==> src/rtl/gpio_irq_if.sv <==
// gpio_irq_if: byte-wide peripheral register bus between the CPU side and the GPIO bank
interface gpio_irq_if;
   logic [4:0] reg_addr;
   logic [7:0] reg_data_in;
   logic [7:0] reg_data_out;
   logic       reg_write;
   modport master (output reg_addr, reg_data_in, reg_write, input reg_data_out);
   modport slave (input reg_addr, reg_data_in, reg_write, output reg_data_out);
endinterface

==> src/rtl/gpio_irq.sv <==
// gpio_irq: parametrised GPIO bank with synchronised inputs and a per-pin level/edge interrupt unit
module gpio_irq_bank #(
   parameter int W = 8,
   parameter int SYNC_STAGES = 2,
   parameter int OFS = 0
) (
   input  logic         clk,
   input  logic         reset,
   input  logic [W-1:0] pad,
   input  logic         write,
   input  logic [4:0]   addr,
   input  logic [7:0]   wdata,
   output logic [7:0]   rdata,
   output logic         hit
);
   localparam logic [4:0] A_PEND = 5'(OFS);
   localparam logic [4:0] A_STAT = 5'(OFS + 2);
   localparam logic [4:0] A_EN   = 5'(OFS + 4);
   localparam logic [4:0] A_MODE = 5'(OFS + 6);
   localparam logic [4:0] A_POL  = 5'(OFS + 8);
   localparam logic [4:0] A_ANY  = 5'(OFS + 10);
   logic [SYNC_STAGES-1:0][W-1:0] sync;
   logic [W-1:0] d, s, s_d, en, mode, pol, any_edge, epend, ev, pend, clr;
   assign d = wdata[W-1:0];
   assign s = sync[SYNC_STAGES-1];
   assign ev = any_edge & (s ^ s_d) | ~any_edge & ~pol & s & ~s_d | ~any_edge & pol & ~s & s_d;
   assign pend = mode & epend | ~mode & (s ^ pol);
   assign clr = write && addr == A_PEND ? d : '0;
   assign hit = |(pend & en);
   assign rdata = addr == A_PEND ? 8'(pend) :
                  addr == A_STAT ? 8'(s) :
                  addr == A_EN   ? 8'(en) :
                  addr == A_MODE ? 8'(mode) :
                  addr == A_POL  ? 8'(pol) :
                  addr == A_ANY  ? 8'(any_edge) : '0;
   // stored edge bits are held clear outside edge mode, so mode switches never resurrect old events
   always_ff @(posedge clk) begin
      if (reset) begin
         sync <= '0;
         s_d <= '0;
         en <= '0;
         mode <= '0;
         pol <= '0;
         any_edge <= '0;
         epend <= '0;
      end else begin
         sync <= {sync[SYNC_STAGES-2:0], pad};
         s_d <= s;
         en <= write && addr == A_EN ? d : en;
         mode <= write && addr == A_MODE ? d : mode;
         pol <= write && addr == A_POL ? d : pol;
         any_edge <= write && addr == A_ANY ? d : any_edge;
         epend <= (epend & ~clr | ev) & mode;
      end
   end
endmodule

module gpio_irq #(
   parameter int N_IN = 8,
   parameter int N_IO = 4,
   parameter int N_OUT = 5,
   parameter int SYNC_STAGES = 2
) (
   input  logic             clk,
   input  logic             reset,
   input  logic [N_IN-1:0]  gpio_in,
   input  logic [N_IO-1:0]  gpio_io_in,
   output logic [N_IO-1:0]  gpio_io_out,
   output logic [N_IO-1:0]  gpio_io_oe,
   output logic [N_OUT-1:0] gpio_out,
   output logic             interrupt,
   gpio_irq_if.slave        bus
);
   logic [7:0] rd_in, rd_io;
   logic hit_in, hit_io;
   gpio_irq_bank #(.W(N_IN), .SYNC_STAGES(SYNC_STAGES), .OFS(0)) u_in (
      .clk(clk), .reset(reset), .pad(gpio_in), .write(bus.reg_write), .addr(bus.reg_addr),
      .wdata(bus.reg_data_in), .rdata(rd_in), .hit(hit_in));
   gpio_irq_bank #(.W(N_IO), .SYNC_STAGES(SYNC_STAGES), .OFS(1)) u_io (
      .clk(clk), .reset(reset), .pad(gpio_io_in), .write(bus.reg_write), .addr(bus.reg_addr),
      .wdata(bus.reg_data_in), .rdata(rd_io), .hit(hit_io));
   assign bus.reg_data_out = rd_in | rd_io |
                             (bus.reg_addr == 5'd12 ? 8'(gpio_out) :
                              bus.reg_addr == 5'd13 ? 8'(gpio_io_out) :
                              bus.reg_addr == 5'd14 ? 8'(gpio_io_oe) :
                              bus.reg_addr == 5'd16 ? {6'd0, hit_io, hit_in} : 8'd0);
   always_ff @(posedge clk) begin
      if (reset) begin
         gpio_out <= '0;
         gpio_io_out <= '0;
         gpio_io_oe <= '0;
         interrupt <= 1'b0;
      end else begin
         if (bus.reg_write && bus.reg_addr == 5'd12) gpio_out <= bus.reg_data_in[N_OUT-1:0];
         if (bus.reg_write && bus.reg_addr == 5'd13) gpio_io_out <= bus.reg_data_in[N_IO-1:0];
         if (bus.reg_write && bus.reg_addr == 5'd14) gpio_io_oe <= bus.reg_data_in[N_IO-1:0];
         interrupt <= hit_in | hit_io;
      end
   end
endmodule

==> src/flat_wrapper.sv <==
// flat-port wrapper written by rule: the top's interface ports become plain ports
module gpio_irq_flat 
#(
   parameter int N_IN = 8,
   parameter int N_IO = 4,
   parameter int N_OUT = 5,
   parameter int SYNC_STAGES = 2
)
  (clk, reset, gpio_in, gpio_io_in, gpio_io_out, gpio_io_oe, gpio_out, interrupt, bus_reg_addr, bus_reg_data_in, bus_reg_write, bus_reg_data_out);
  gpio_irq_if bus_i ();
  input  logic clk;
  input  logic reset;
  input  logic [N_IN-1:0] gpio_in;
  input  logic [N_IO-1:0] gpio_io_in;
  output logic [N_IO-1:0] gpio_io_out;
  output logic [N_IO-1:0] gpio_io_oe;
  output logic [N_OUT-1:0] gpio_out;
  output logic interrupt;
  input wire logic [$bits(bus_i.reg_addr)-1:0] bus_reg_addr;
  input wire logic [$bits(bus_i.reg_data_in)-1:0] bus_reg_data_in;
  input wire logic [$bits(bus_i.reg_write)-1:0] bus_reg_write;
  output wire logic [$bits(bus_i.reg_data_out)-1:0] bus_reg_data_out;
  assign bus_i.reg_addr = bus_reg_addr;
  assign bus_i.reg_data_in = bus_reg_data_in;
  assign bus_i.reg_write = bus_reg_write;
  assign bus_reg_data_out = bus_i.reg_data_out;
  gpio_irq #(.N_IN(N_IN), .N_IO(N_IO), .N_OUT(N_OUT), .SYNC_STAGES(SYNC_STAGES)) u_core (.clk(clk), .reset(reset), .gpio_in(gpio_in), .gpio_io_in(gpio_io_in), .gpio_io_out(gpio_io_out), .gpio_io_oe(gpio_io_oe), .gpio_out(gpio_out), .interrupt(interrupt), .bus(bus_i));
endmodule
==> config.mk <==
export PLATFORM = sky130hd
export DESIGN_NAME = gpio_irq_flat
export DESIGN_NICKNAME = d
export VERILOG_FILES = /design/src/rtl/gpio_irq_if.sv /design/src/rtl/gpio_irq.sv /design/src/flat_wrapper.sv
export SDC_FILE = /design/constraint.sdc
export NUM_CORES = 1
export LEC_CHECK = 0
export ABC_CLOCK_PERIOD_IN_PS = 5500
export BUFFER_PORTS_ARGS = -buffer_cell sky130_fd_sc_hd__buf_2
export CAP_MARGIN = 20
export CORE_MARGIN = 8
export CORE_UTILIZATION = 64
export DETAILED_ROUTE_END_ITERATION = 7
export PLACE_DENSITY = 0.91
export SLEW_MARGIN = 20
export SYNTH_ARGS = -nofsm -noshare
export SYNTH_HDL_FRONTEND = slang
export SYNTH_HIERARCHICAL = 1
export SYNTH_SLANG_ARGS = --single-unit
==> constraint.sdc <==
create_clock -name clk -period 5.5 [get_ports clk]
set_clock_uncertainty 0.1 [all_clocks]
set_input_delay 0.825 -clock clk [delete_from_list [all_inputs] [get_ports clk]]
set_output_delay 0.825 -clock clk [all_outputs]
set_load 0.1 [all_outputs]
After elaboration in Yosys (flattened, before gate mapping)
Cells that the tools add are included.
{"block": "op_classes", "n_eq_ne": 15, "n_mux": 18, "bitwise": 51, "n_reduce_logical": 16}
{"operator": "$and 8x8->8", "count": 12}
{"operator": "$mux 8", "count": 10}
{"operator": "$and 4x4->4", "count": 12}
{"operator": "$not 8->8", "count": 6}
{"operator": "$or 8x8->8", "count": 5}
{"operator": "$eq 5x4->1 const B", "count": 7}
{"operator": "$mux 4", "count": 7}
{"operator": "$not 4->4", "count": 6}
{"operator": "$eq 5x3->1 const B", "count": 4}
{"operator": "$or 4x4->4", "count": 4}
{"operator": "$xor 8x8->8", "count": 2}
{"operator": "$logic_and 1x1->1", "count": 13}
{"operator": "$eq 5x2->1 const B", "count": 2}
{"operator": "$or 8x4->8", "count": 1}
{"operator": "$reduce_or 8->1", "count": 1}
{"operator": "$xor 4x4->4", "count": 2}
{"operator": "$eq 5x1->1 const B", "count": 1}
{"operator": "$eq 5x5->1 const B", "count": 1}
{"operator": "$logic_not 5->1", "count": 1}
{"operator": "$reduce_or 4->1", "count": 1}
{"operator": "$mux 2", "count": 1}
{"operator": "$or 1x1->1", "count": 1}
{"block": "word_totals", "ff_bits": 110, "in_bits": 28, "output_inout_bits": 22}

Depth between registers and ports, before layout
Gate-level depths: netlist of the first run.
{"block": "logic_depth", "ltp_word": 10, "ltp_mapped": 7, "mapped_depth_nobuf": 6}

By module
The synthesis of the first run kept the hierarchy.
{"mod": "gpio_irq_bank (u_core.u_in)", "instances": 1, "cells_per_inst": 347, "area_each_um2": 2960.3, "seq_area_each_um2": 1281.2}
{"mod": "gpio_irq_bank (u_core.u_io)", "instances": 1, "cells_per_inst": 170, "area_each_um2": 1525.2, "seq_area_each_um2": 640.6}
{"mod": "gpio_irq", "instances": 1, "cells_per_inst": 96, "area_each_um2": 768.2, "seq_area_each_um2": 280.3}

Worst setup path before layout of the first run
No wires, ideal clock.
{"block": "synth_path", "path_type": "input -> output", "from": "input bus_reg_addr[1]", "to": "output bus_reg_data_out[0]", "arrival_ps": 4634, "path_slack_ps": -59, "path_stages": 3, "path_buffers": 0, "path_cell_list": "nor2b_1 -> a21oi_1 -> o311ai_0"}
{"block": "synth_via", "elab_chain_len": 9}
{"element": "start: declaration", "line": "flat_wrapper.sv:19", "text": "input wire logic [$bits(bus_i.reg_addr)-1:0] bus_reg_addr;"}
{"element": "$eq 5x4->1", "line": "gpio_irq.sv:35", "text": "addr == A_ANY ? 8'(any_edge) : '0;"}
{"element": "$mux 8 / $mux 4 (equally long branches)", "line": "gpio_irq.sv:35"}
{"element": "$mux 8 / $mux 4 (equally long branches)", "line": "gpio_irq.sv:34", "text": "addr == A_POL ? 8'(pol) :"}
{"element": "$mux 8 / $mux 4 (equally long branches)", "line": "gpio_irq.sv:33", "text": "addr == A_MODE ? 8'(mode) :"}
{"element": "$mux 8 / $mux 4 (equally long branches)", "line": "gpio_irq.sv:32", "text": "addr == A_EN ? 8'(en) :"}
{"element": "$mux 8 / $mux 4 (equally long branches)", "line": "gpio_irq.sv:31", "text": "addr == A_STAT ? 8'(s) :"}
{"element": "$mux 8 / $mux 4 (equally long branches)", "line": "gpio_irq.sv:30", "text": "assign rdata = addr == A_PEND ? 8'(pend) :"}
{"element": "$or 8x4->8", "line": "gpio_irq.sv:82", "text": "assign bus.reg_data_out = rd_in | rd_io |"}
{"element": "$or 8x8->8 *", "line": "gpio_irq.sv:82"}
{"element": "end: declaration", "line": "flat_wrapper.sv:22", "text": "output wire logic [$bits(bus_i.reg_data_out)-1:0] bus_reg_data_out;"}
Mark *: on every way between the ends. The rest lies on a longest branch, timed or not.

Worst setup path in the final report of the first run
{"block": "layout_path", "from": "input bus_reg_addr[1]", "to": "output bus_reg_data_out[1]"}
{"block": "layout_via", "elab_chain_len": 9}
{"element": "$eq 5x4->1", "line": "gpio_irq.sv:35"}
{"element": "$mux 8", "line": "gpio_irq.sv:35"}
{"element": "$mux 8", "line": "gpio_irq.sv:34"}
{"element": "$mux 8", "line": "gpio_irq.sv:33"}
{"element": "$mux 8", "line": "gpio_irq.sv:32"}
{"element": "$mux 8", "line": "gpio_irq.sv:31"}
{"element": "$mux 8 *", "line": "gpio_irq.sv:30"}
{"element": "named net u_core.rd_in[1]", "line": "gpio_irq.sv:74", "text": "logic [7:0] rd_in, rd_io;"}
{"element": "$or 8x4->8 *", "line": "gpio_irq.sv:82"}
{"element": "$or 8x8->8 *", "line": "gpio_irq.sv:82"}
Mark *: on every way through the listed nets, which the timed path passes. The rest lies on a longest branch.

==> results.ini, run 1 <==
[status]
run_status = completed

[routing]
first_pass_iters = 5
detailedRoute.firstIterationViolations = 487
drc = 0
final_antenna_net_count = 0
vias = 4694
routed_via_density = 6.27
route.detailed.wl_per_inst_um = 18.6
detail_route.wirelength_um = 13900

[placement]
port_buffers = 49
placed_cells = 733
place.gp.congestion = 0.925
preCtsSetupSlack_ps = 1090
dp_hpwl_um = 9640

[floorplanning]
ioPinCount = 50
core.rowCount = 33
design.die.area_um2 = 11400
core_area_um2 = 8090
initial_utilization = 0.649
dieHeight_um = 107
dieWidth_um = 107

[global_route]
gr-usage-met2 = 0.388
global_route.usage.total = 0.238
grt-busiest-layer = met2
grt_antenna_before_repair = 0
gr-usage-met1 = 0.299
grt_first_pass_wirelength_um = 21900
first_global_vias = 4309
grt_remaining_overflow = 0
grt_util_met3 = 0.0672
grt_start_max_net_pins = 111

[synth]
synth_async_sr_flop_share = 0
synthesis.yosys.warnings = 6
yosysSeqAreaShare = 0.419
synth-seq-cells = 110
post_synth.cell_area_avg_um2 = 8.57
synth_cell_types = 54
synthesis.area_um2 = 5250
synth-edff-count = 0
synthFlopType = sky130_fd_sc_hd__dfxtp_1
synthesis.instances = 613

[final_layout]
mostFrequentLayoutCell = sky130_fd_sc_hd__dfxtp_1
synthToLayoutAreaGrowth_pct = 7.24
antennaDiodeCount = 0
net_count_final = 667
mostFrequentLayoutCells = sky130_fd_sc_hd__dfxtp_1, sky130_fd_sc_hd__a21oi_1, sky130_fd_sc_hd__o21ai_0, sky130_fd_sc_hd__nand2_1, sky130_fd_sc_hd__buf_2
fin_cells = 749
sequential_cell_area_um2 = 2200
multiInputGateArea_um2 = 2810
final_layout_size_suffix_gt1_frac = 0.135
filler_cell_count = 682

[setup_path]
critical_path.endpoint = bus_reg_data_out[1]
reg2reg_to = u_core/interrupt$_SDFF_PP0_
cp_slowest_cell = sky130_fd_sc_hd__buf_2
setup.worst_path.start_class = input pin
cp_num_cells = 8
cpLargestDelayFamily = compound AO/OA/AOI/OAI gates
worstPathRequired_ps = 4580
critical_path_arrival_ps = 3590
worst_r2r_path_depth = 6
timing.reg2reg.setup_slack_ps = 3700
critPathMaxFanout = 40
critical_path.reg2reg.startpoint = u_core/u_in/s[6]$_SDFF_PP0_
cp_cell_sequence = buf_2, nor2_1, and2_1, a221o_1, a221o_1, a311oi_1, o311ai_1, buf_2
crit_path_start = bus_reg_addr[1]
timing.critical_path.slowest_cell_delay_ps = 560
critPathCaptureType = output port
worstPathBufferInverterCount = 2
type_of_the_worst_setup_path = in -> out

[clock_network]
insertion_delay_ps = 370
post_cts_resize_count = 0
cts_setup_buffers = 0
cts_num_sinks = 110
tritoncts = built
cts_hold_buffers = 0
cts-buffers-inserted = 9
clock_tree.htree_level_count = 3
root_buffer = sky130_fd_sc_hd__clkbuf_8
clockBufferDepth = 2
clkSlewWorstSetupHoldPaths_ps = 110

[power]
powerDensity_nw_per_um2 = 254
total_power_uw = 1430
p_leak_uw = 0.00223
irDropWorstVdd_v = 0.000174

[sta]
final_min_period_over_clock_period = 0.822
finalMaxSlewViolations = 0
timing_worst_slew_pin_value_ps = 1050
tns_ps = 0
timing.fmax_mhz = 221
setup_viol = 0
slew-limit-headroom = 0.299
unrepaired_setup_endpoints_after_global_routing = false
hold_viol = 0
fin_ws_ps = 981
finalWorstPathRequiredPeriod_ps = 4520

[min_path]
timing.hold.worst.class = reg -> reg

[run]
maxCapViolCount = 0

## sequential cells by signal (all words and copies together) (netlist names), 5 cells and up
register,count
u_core/u_in/any_edge,8
u_core/u_in/mode,8
u_core/gpio_out,5
u_core/u_in/s_d,8
u_core/u_in/en,8
u_core/u_in/s,8
u_core/u_in/pol,8
u_core/u_in/sync,8
u_core/u_in/epend,8
## stage by stage
stage	hold WS, ps	area [um^2]	util
floorplan	314	5270	-
global placement	315	5460	0.674
detailed placement	325	5460	0.674
CTS	347	5630	0.696
global route	351	5630	0.696
finish	343	5630	0.696
## kinds of logic (layout without fill, tap and decap cells)
logic type	after synthesis	count (layout)	share of synthesized area
xor+xnor	31	31	0.0517
compound gates	157	157	0.180
mux	37	37	0.0722
simple gates	224	224	0.227
buf+inv	53	81	0.0493
other cells	1	4	0.000714
flops	110	110	0.419
## per-layer routing
layer | up-vias | share of wire
met5 | - | 0
met4 | 0 | 0.012
met3 | 26 | 0.096
met2 | 250 | 0.47
met1 | 2218 | 0.42
li1 | 2200 | -
## power by group
part	internal, uW	switching [uW]	leakage, uW
Combinational	44.2	111	0.00125
Sequential	810	11.8	0.000893
Clock	171	282	0.0000919
## cell usage after synthesis, types with 2 or more instances
master	count	area (um^2)
sky130_fd_sc_hd__clkbuf_1	18	67.6
sky130_fd_sc_hd__nor3_1	7	35.0
sky130_fd_sc_hd__and3b_1	2	17.5
sky130_fd_sc_hd__o21ai_0	53	265
sky130_fd_sc_hd__o211ai_1	3	22.5
sky130_fd_sc_hd__nand3_2	2	20.0
sky130_fd_sc_hd__nand2b_1	9	56.3
sky130_fd_sc_hd__a21oi_1	60	300
sky130_fd_sc_hd__buf_1	2	7.51
sky130_fd_sc_hd__nor2b_1	39	244
sky130_fd_sc_hd__nand4bb_1	2	22.5
sky130_fd_sc_hd__and4bb_4	3	48.8
sky130_fd_sc_hd__buf_4	5	37.5
sky130_fd_sc_hd__dfxtp_1	110	2200
sky130_fd_sc_hd__nand2_1	49	184
sky130_fd_sc_hd__a221o_1	14	140
sky130_fd_sc_hd__a311oi_1	3	26.3
sky130_fd_sc_hd__o22ai_1	6	37.5
sky130_fd_sc_hd__nand3b_1	4	30.0
sky130_fd_sc_hd__inv_1	15	56.3
sky130_fd_sc_hd__and2_1	2	12.5
sky130_fd_sc_hd__a22oi_1	2	15.0
sky130_fd_sc_hd__xnor2_1	7	61.3
sky130_fd_sc_hd__or2_2	3	18.8
sky130_fd_sc_hd__buf_6	4	45.0
sky130_fd_sc_hd__xor2_1	24	210
sky130_fd_sc_hd__and3_1	2	12.5
sky130_fd_sc_hd__buf_2	8	40.0
sky130_fd_sc_hd__mux2_2	7	78.8
sky130_fd_sc_hd__nand3_1	43	215
sky130_fd_sc_hd__nor2_1	43	161
sky130_fd_sc_hd__nand4_1	4	25.0
sky130_fd_sc_hd__a211oi_1	8	60.1
sky130_fd_sc_hd__mux2i_1	30	300
## worst min path at each step
stage / startpoint / end / slack [ps] / cells past startpoint
after CTS: u_core/u_in/sync[5]$_SDFF_PP0_ / u_core/u_in/s[5]$_SDFF_PP0_ / 350 / 1
after global routing: u_core/u_io/sync[0]$_SDFF_PP0_ / u_core/u_io/s[0]$_SDFF_PP0_ / 350 / 1
after floorplan: u_core/u_in/sync[0]$_SDFF_PP0_ / u_core/u_in/s[0]$_SDFF_PP0_ / 310 / 1
final: u_core/u_io/sync[0]$_SDFF_PP0_ / u_core/u_io/s[0]$_SDFF_PP0_ / 340 / 1
after global placement: u_core/u_in/sync[7]$_SDFF_PP0_ / u_core/u_in/s[7]$_SDFF_PP0_ / 310 / 1
after detailed placement: u_core/u_in/sync[0]$_SDFF_PP0_ / u_core/u_in/s[0]$_SDFF_PP0_ / 330 / 1
## layout make-up
type | count | area share
multi-input combinational | 453 | 0.499
sequential | 110 | 0.391
timing repair buffer | 50 | 0.0453
tap | 105 | 0.0233
clock buffer | 9 | 0.0220
inverter | 15 | 0.00999
clock inverter | 7 | 0.00977
Note: power is estimated with default switching activity, not from simulation.
==> run 2, diff against run 1 <==
--- a/config.mk
+++ b/config.mk
@@ -5,13 +5,13 @@
 export SDC_FILE = /design/constraint.sdc
 export NUM_CORES = 1
 export LEC_CHECK = 0
-export ABC_CLOCK_PERIOD_IN_PS = 5500
+export ABC_CLOCK_PERIOD_IN_PS = 4100
 export BUFFER_PORTS_ARGS = -buffer_cell sky130_fd_sc_hd__buf_2
 export CAP_MARGIN = 20
 export CORE_MARGIN = 8
-export CORE_UTILIZATION = 64
+export CORE_UTILIZATION = 53
 export DETAILED_ROUTE_END_ITERATION = 7
-export PLACE_DENSITY = 0.91
+export PLACE_DENSITY = 0.81
 export SLEW_MARGIN = 20
 export SYNTH_ARGS = -nofsm -noshare
 export SYNTH_HDL_FRONTEND = slang
==> constraint.sdc (replaced) <==
create_clock -name clk -period 4.1 [get_ports clk]
set_clock_uncertainty 0.1 [all_clocks]
set_input_delay 0.615 -clock clk [delete_from_list [all_inputs] [get_ports clk]]
set_output_delay 0.615 -clock clk [all_outputs]
set_load 0.1 [all_outputs]
==> run 2 against run 1 <==
  * Core utilization fell by 10 points
  * Total power rose by 40%
  * Combinational power rose by 37%
  * Sequential share of layout area shrank 0.94 points
  * Routed wire length fell by 1.3%
  * Critical endpoint unchanged
  * Largest cell class unchanged
  * Sequential power rose by 34%
  * Global-route usage down 2.5 points
  * Sequential cell count unchanged
  * Worst setup slack worse by 570 ps
  * Design area rose by 2.5%
  * Highest routed layer unchanged
==> results.ini, run 2 (synthesis results as in run 1) <==
[status]
run_status = completed

[final_layout]
net_count_final = 674  ; +1.0%
final_layout_size_suffix_gt1_frac = 0.147  ; +0.0124
mostFrequentLayoutCells = sky130_fd_sc_hd__dfxtp_1, sky130_fd_sc_hd__a21oi_1, sky130_fd_sc_hd__o21ai_0, sky130_fd_sc_hd__nand2_1, sky130_fd_sc_hd__buf_2
synthToLayoutAreaGrowth_pct = 9.88
mostFrequentLayoutCell = sky130_fd_sc_hd__dfxtp_1
filler_cell_count = 882  ; +29%
antennaDiodeCount = 0  ; unchanged

[power]
p_leak_uw = 0.00229  ; +2.4%
powerDensity_nw_per_um2 = 347  ; +37%
irDropWorstVdd_v = 0.000213  ; +23%

[global_route]
grt_remaining_overflow = 0  ; unchanged
first_global_vias = 4510  ; +4.7%
grt_start_max_net_pins = 111  ; unchanged
grt_antenna_before_repair = 0  ; unchanged
global_route.usage.total = 0.213  ; -0.0250
grt_first_pass_wirelength_um = 22700  ; +3.7%

[sta]
finalWorstPathRequiredPeriod_ps = 3690
fin_ws_ps = 414  ; -566 ps
timing_worst_slew_pin_value_ps = 1050  ; -1.44 ps
tns_ps = 0  ; unchanged
slew-limit-headroom = 0.290  ; -0.00909
hold_viol = 0  ; unchanged
finalMaxSlewViolations = 0  ; unchanged
setup_viol = 0  ; unchanged
unrepaired_setup_endpoints_after_global_routing = false
timing.fmax_mhz = 271
final_min_period_over_clock_period = 0.899

[setup_path]
critical_path_arrival_ps = 2970  ; -620 ps
cpLargestDelayFamily = compound AO/OA/AOI/OAI gates
setup.worst_path.start_class = input pin
timing.critical_path.slowest_cell_delay_ps = 420  ; -140 ps
worstPathBufferInverterCount = 3  ; +1
critical_path.reg2reg.startpoint = u_core/u_in/s[6]$_SDFF_PP0_
cp_cell_sequence = buf_2, nor2_1, buf_4, nand2_1, nor2_1, a221o_1, a311oi_1, o311ai_2, buf_2
critPathCaptureType = output port
critPathMaxFanout = 20  ; -50%
timing.reg2reg.setup_slack_ps = 2300  ; -1400 ps
type_of_the_worst_setup_path = in -> out
reg2reg_to = u_core/interrupt$_SDFF_PP0_
cp_slowest_cell = sky130_fd_sc_hd__nand2_1
worst_r2r_path_depth = 6  ; unchanged
worstPathRequired_ps = 3380  ; -1200 ps

[clock_network]
clkSlewWorstSetupHoldPaths_ps = 100  ; about the same
insertion_delay_ps = 380  ; about the same
clockBufferDepth = 2  ; unchanged
clock_tree.htree_level_count = 3  ; unchanged
tritoncts = built
cts_setup_buffers = 0  ; unchanged
root_buffer = sky130_fd_sc_hd__clkbuf_8
cts_num_sinks = 110  ; unchanged
post_cts_resize_count = 0  ; unchanged
cts-buffers-inserted = 9  ; unchanged
cts_hold_buffers = 0  ; unchanged

[floorplanning]
dieHeight_um = 116  ; +8.4%
design.die.area_um2 = 13400  ; +18%
initial_utilization = 0.543  ; -0.107
ioPinCount = 50  ; unchanged
core.rowCount = 36  ; +9.1%
dieWidth_um = 116  ; +8.4%
core_area_um2 = 9680  ; +20%

[min_path]
timing.hold.worst.class = in -> reg
worst_hold_path.endpoint = u_core/u_in/sync[6]$_SDFF_PP0_
timing.hold.worst_path_depth = 2  ; +1
hp-start = gpio_in[6]

[run]
maxCapViolCount = 0  ; unchanged

[routing]
vias = 4658  ; -0.77%
detail_route.wirelength_um = 13700  ; -1.3%
detailedRoute.firstIterationViolations = 507  ; +4.1%
first_pass_iters = 5  ; unchanged
routed_via_density = 5.94  ; -5.2%
drc = 0  ; unchanged
route.detailed.wl_per_inst_um = 17.5  ; -5.7%
final_antenna_net_count = 0  ; unchanged

[placement]
preCtsSetupSlack_ps = 534  ; -557 ps
port_buffers = 49  ; unchanged
place.gp.congestion = 0.927  ; +0.25%
dp_hpwl_um = 9720  ; +0.84%

-- run 2: changes by cell type in the layout (fill, tap and decap cells not counted), sizes merged --
cell	previous run	this run
clkbuf	9	11
bufinv	0	1
inv	18	17
buf	50	57
clkinv	3	1
-- run 2: per-stage QoR --
stage	std cells	instance area (um^2)	power, uW	utilization	hold WS, ps
after floorplan	616	5280	1270	-	314
after global placement	768	5560	1330	0.574	316
after detailed placement	768	5560	1340	0.574	322
after CTS	784	5770	2020	0.596	319
after global routing	784	5770	2090	0.596	328
final	784	5770	2000	0.596	336
-- run 2: worst register-to-register path, cell delays in order (launching register included) --
cell and delay [ps]:
sky130_fd_sc_hd__dfxtp_1 480, sky130_fd_sc_hd__xor2_1 110, sky130_fd_sc_hd__mux2i_1 260, sky130_fd_sc_hd__o2111ai_1 140, sky130_fd_sc_hd__or3_1 390, sky130_fd_sc_hd__nor2_1 130, sky130_fd_sc_hd__nor2_1 50
-- run 2: cell type report --
type,instances,area [um^2],area share
multi-input cells,453,2830,0.489
flip-flops and latches,110,2200,0.381
repair buffers,57,308,0.0533
well taps,133,166,0.0288
clock buffers,11,151,0.0262
clock inverters,5,63.8,0.0111
inverters,15,56.3,0.00975
-- run 2: how the worst max path moves through the flow --
| stage | depth (start not counted) | slack [ps] | start | endpoint |
|---|---|---|---|---|
| after floorplan | 7 | 690 | bus_reg_addr[3] | bus_reg_data_out[2] |
| after global placement | 9 | 600 | bus_reg_addr[1] | bus_reg_data_out[1] |
| after detailed placement | 9 | 530 | bus_reg_addr[1] | bus_reg_data_out[1] |
| after CTS | 9 | 520 | bus_reg_addr[1] | bus_reg_data_out[1] |
| after global routing | 9 | 270 | bus_reg_addr[1] | bus_reg_data_out[1] |
| final | 9 | 410 | bus_reg_addr[1] | bus_reg_data_out[1] |
-- run 2: where the power goes --
part / total (uW) / internal, uW / leakage (uW) / switching (uW)
sequential: 1100 / 1090 / 0.000893 / 15.9
clock: 688 / 321 / 0.000107 / 367
combinational: 212 / 63.9 / 0.00129 / 148
-- run 2: layer usage --
metal  GRT usage  wire length [um]  vias up
met2       0.331              6210      212
met5           0                 0        -
met3      0.0542              1320       19
met1       0.276              6000     2206
met4      0.0832               193        0
li1            -                 -     2221
==> run 3, diff against run 2 <==
--- a/config.mk
+++ b/config.mk
@@ -5,12 +5,13 @@
 export SDC_FILE = /design/constraint.sdc
 export NUM_CORES = 1
 export LEC_CHECK = 0
-export ABC_CLOCK_PERIOD_IN_PS = 4100
+export ABC_CLOCK_PERIOD_IN_PS = 3050
 export BUFFER_PORTS_ARGS = -buffer_cell sky130_fd_sc_hd__buf_2
 export CAP_MARGIN = 20
 export CORE_MARGIN = 8
 export CORE_UTILIZATION = 53
 export DETAILED_ROUTE_END_ITERATION = 7
+export HOLD_SLACK_MARGIN = 0.02
 export PLACE_DENSITY = 0.81
 export SLEW_MARGIN = 20
 export SYNTH_ARGS = -nofsm -noshare
==> constraint.sdc (replaced) <==
create_clock -name clk -period 3.05 [get_ports clk]
set_clock_uncertainty 0.1 [all_clocks]
set_input_delay 0.4575 -clock clk [delete_from_list [all_inputs] [get_ports clk]]
set_output_delay 0.4575 -clock clk [all_outputs]
set_load 0.1 [all_outputs]
==> run 3 against run 2 <==
  * First-iteration DRC count rose by 15%
  * Largest power group unchanged
  * Design area rose by 2.9%
  * Worst hold slack got worse by 150 ps
  * Total power rose by 32%
  * Largest cell class unchanged
==> results.ini, run 3 (synthesis results as in run 1) <==
[final_layout]
sequential_cell_area_um2 = 2200  ; unchanged
multiInputGateArea_um2 = 2850  ; +0.84%
mostFrequentLayoutCell = sky130_fd_sc_hd__dfxtp_1
filler_cell_count = 828  ; -6.1%
antennaDiodeCount = 0  ; unchanged
final_core_density = 0.613  ; +0.0172
final_cell_area_um2 = 5940  ; +2.9%
synthToLayoutAreaGrowth_pct = 13.1
net_count_final = 684  ; +1.5%
final_layout_size_suffix_gt1_frac = 0.163  ; +0.0159
mostFrequentLayoutCells = sky130_fd_sc_hd__dfxtp_1, sky130_fd_sc_hd__a21oi_1, sky130_fd_sc_hd__o21ai_0, sky130_fd_sc_hd__nand2_1, sky130_fd_sc_hd__nor2_1

[floorplanning]
ioPinCount = 50  ; unchanged
initial_utilization = 0.543  ; unchanged
dieWidth_um = 116  ; unchanged
core.rowCount = 36  ; unchanged
dieHeight_um = 116  ; unchanged
design.die.area_um2 = 13400  ; unchanged
core_area_um2 = 9680  ; unchanged

[run]
maxCapViolCount = 0  ; unchanged

[clock_network]
root_buffer = sky130_fd_sc_hd__clkbuf_8
cts_hold_buffers = 0  ; unchanged
clock_tree.htree_level_count = 3  ; unchanged
clockBufferDepth = 2  ; unchanged
tritoncts = built
cts_num_sinks = 110  ; unchanged
clkSlewWorstSetupHoldPaths_ps = 110  ; about the same
cts-buffers-inserted = 9  ; unchanged
insertion_delay_ps = 360  ; -20 ps

[sta]
fin_ws_ps = 94.1  ; -320 ps
timing.hold.ws_ps = 184  ; -152 ps
final_min_period_over_clock_period = 0.969
hold_viol = 0  ; unchanged
finalMaxSlewViolations = 0  ; unchanged
timing.fmax_mhz = 338
timing_worst_slew_pin_value_ps = 680  ; -370 ps
slew-limit-headroom = 0.540  ; +0.250
finalWorstPathRequiredPeriod_ps = 2960
setup_viol = 0  ; unchanged

[power]
netSwitchingPower_uw = 719  ; +35%
powerDensity_nw_per_um2 = 445  ; +28%
cellInternalPower_uw = 1920  ; +31%
sw_frac = 0.272  ; +0.00702
irDropWorstVdd_v = 0.000312  ; +46%
comb_power_share = 0.119  ; +0.013
clockPowerShare = 0.320  ; -0.024
p_leak_uw = 0.00237  ; +3.6%
pwr-share-seq = 0.561  ; +0.011

[routing]
first_pass_iters = 5  ; unchanged
detail_route.wirelength_um = 14000  ; +1.9%
vias = 4815  ; +3.4%
drc = 0  ; unchanged
detailedRoute.firstIterationViolations = 583  ; +15%
route.detailed.wl_per_inst_um = 17.6  ; +0.59%
routed_via_density = 6.06  ; +2.1%
final_antenna_net_count = 0  ; unchanged

[status]
run_status = completed

[setup_path]
critical_path_arrival_ps = 2400  ; -570 ps
critPathCaptureType = output port
critPathMaxFanout = 8  ; -60%
worstPathRequired_ps = 2490  ; -890 ps
type_of_the_worst_setup_path = in -> out
setup.worst_path.start_class = input pin

[placement]
place_area_um2 = 5740  ; +3.2%
port_buffers = 49  ; unchanged
place.gp.congestion = 1.05  ; +13%
dp_hpwl_um = 9870  ; +1.6%
preCtsSetupSlack_ps = 41.9  ; -492 ps

[min_path]
timing.hold.worst.class = in -> reg

[global_route]
grt_first_pass_wirelength_um = 22600  ; about the same
first_global_vias = 4500  ; -0.22%
global_route.usage.total = 0.212  ; -0.000973
grt_remaining_overflow = 0  ; unchanged
grt_start_max_net_pins = 67  ; -40%
grt_antenna_before_repair = 0  ; unchanged

## run 3: path summary, 6_finish.rpt
| kind | from | slack, ps | cells after the start | endpoint |
|---|---|---|---|---|
| setup / recovery | bus_reg_addr[3] | 90 | 8 | bus_reg_data_out[2] |
| hold reg to reg | u_core/u_io/sync[1]$_SDFF_PP0_ | 330 | 1 | u_core/u_io/s[1]$_SDFF_PP0_ |
| setup reg to reg | u_core/u_in/s[6]$_SDFF_PP0_ | 1280 | 6 | u_core/interrupt$_SDFF_PP0_ |
| hold / removal | gpio_in[7] | 180 | 2 | u_core/u_in/sync[7]$_SDFF_PP0_ |
## run 3: worst max-delay path: stages
cell and delay [ps]:
sky130_fd_sc_hd__buf_2 110, sky130_fd_sc_hd__nor3b_2 170, sky130_fd_sc_hd__and2_4 200, sky130_fd_sc_hd__a221o_1 350
sky130_fd_sc_hd__a221o_1 330, sky130_fd_sc_hd__a311oi_1 380, sky130_fd_sc_hd__nand3_2 100, sky130_fd_sc_hd__buf_2 300
## run 3: stage by stage
step,TNS (ps),instances,power [uW]
after detailed placement,0,778,1820
after global routing,-19.3,794,2750
after CTS,0,794,2650
after global placement,0,778,1810
after floorplan,-42.0,616,1710
final,0,794,2640
## run 3: power by group through the flow
| stage | logic [uW] | clock network (uW) | registers [uW] |
|---|---|---|---|
| after global placement | 299 | 0 | 1510 |
| final | 314 | 846 | 1480 |
| after global routing | 335 | 928 | 1490 |
| after CTS | 308 | 863 | 1480 |
| after floorplan | 194 | 0 | 1520 |
| after detailed placement | 306 | 0 | 1510 |
## run 3: area by class of cell
class / instances / share of cell area
clock buffer: 12 / 0.0261
clock inverter: 4 / 0.00632
inverter: 15 / 0.00948
multi-input combinational: 453 / 0.480
sequential: 110 / 0.371
tap: 133 / 0.0280
timing repair buffer: 67 / 0.0796
## run 3: metal layers
layer	up-vias	track usage	wire, um
li1	2243	-	-
met1	2258	0.265	5790
met2	270	0.340	6410
met3	44	0.0558	1410
met4	0	0.0832	371
met5	-	0	0
## run 3: repair_timing
item | CTS | global route
gates resized for setup | 0 | 4
setup buffers | 0 | 0
setup endpoints to repair | 0 | 3
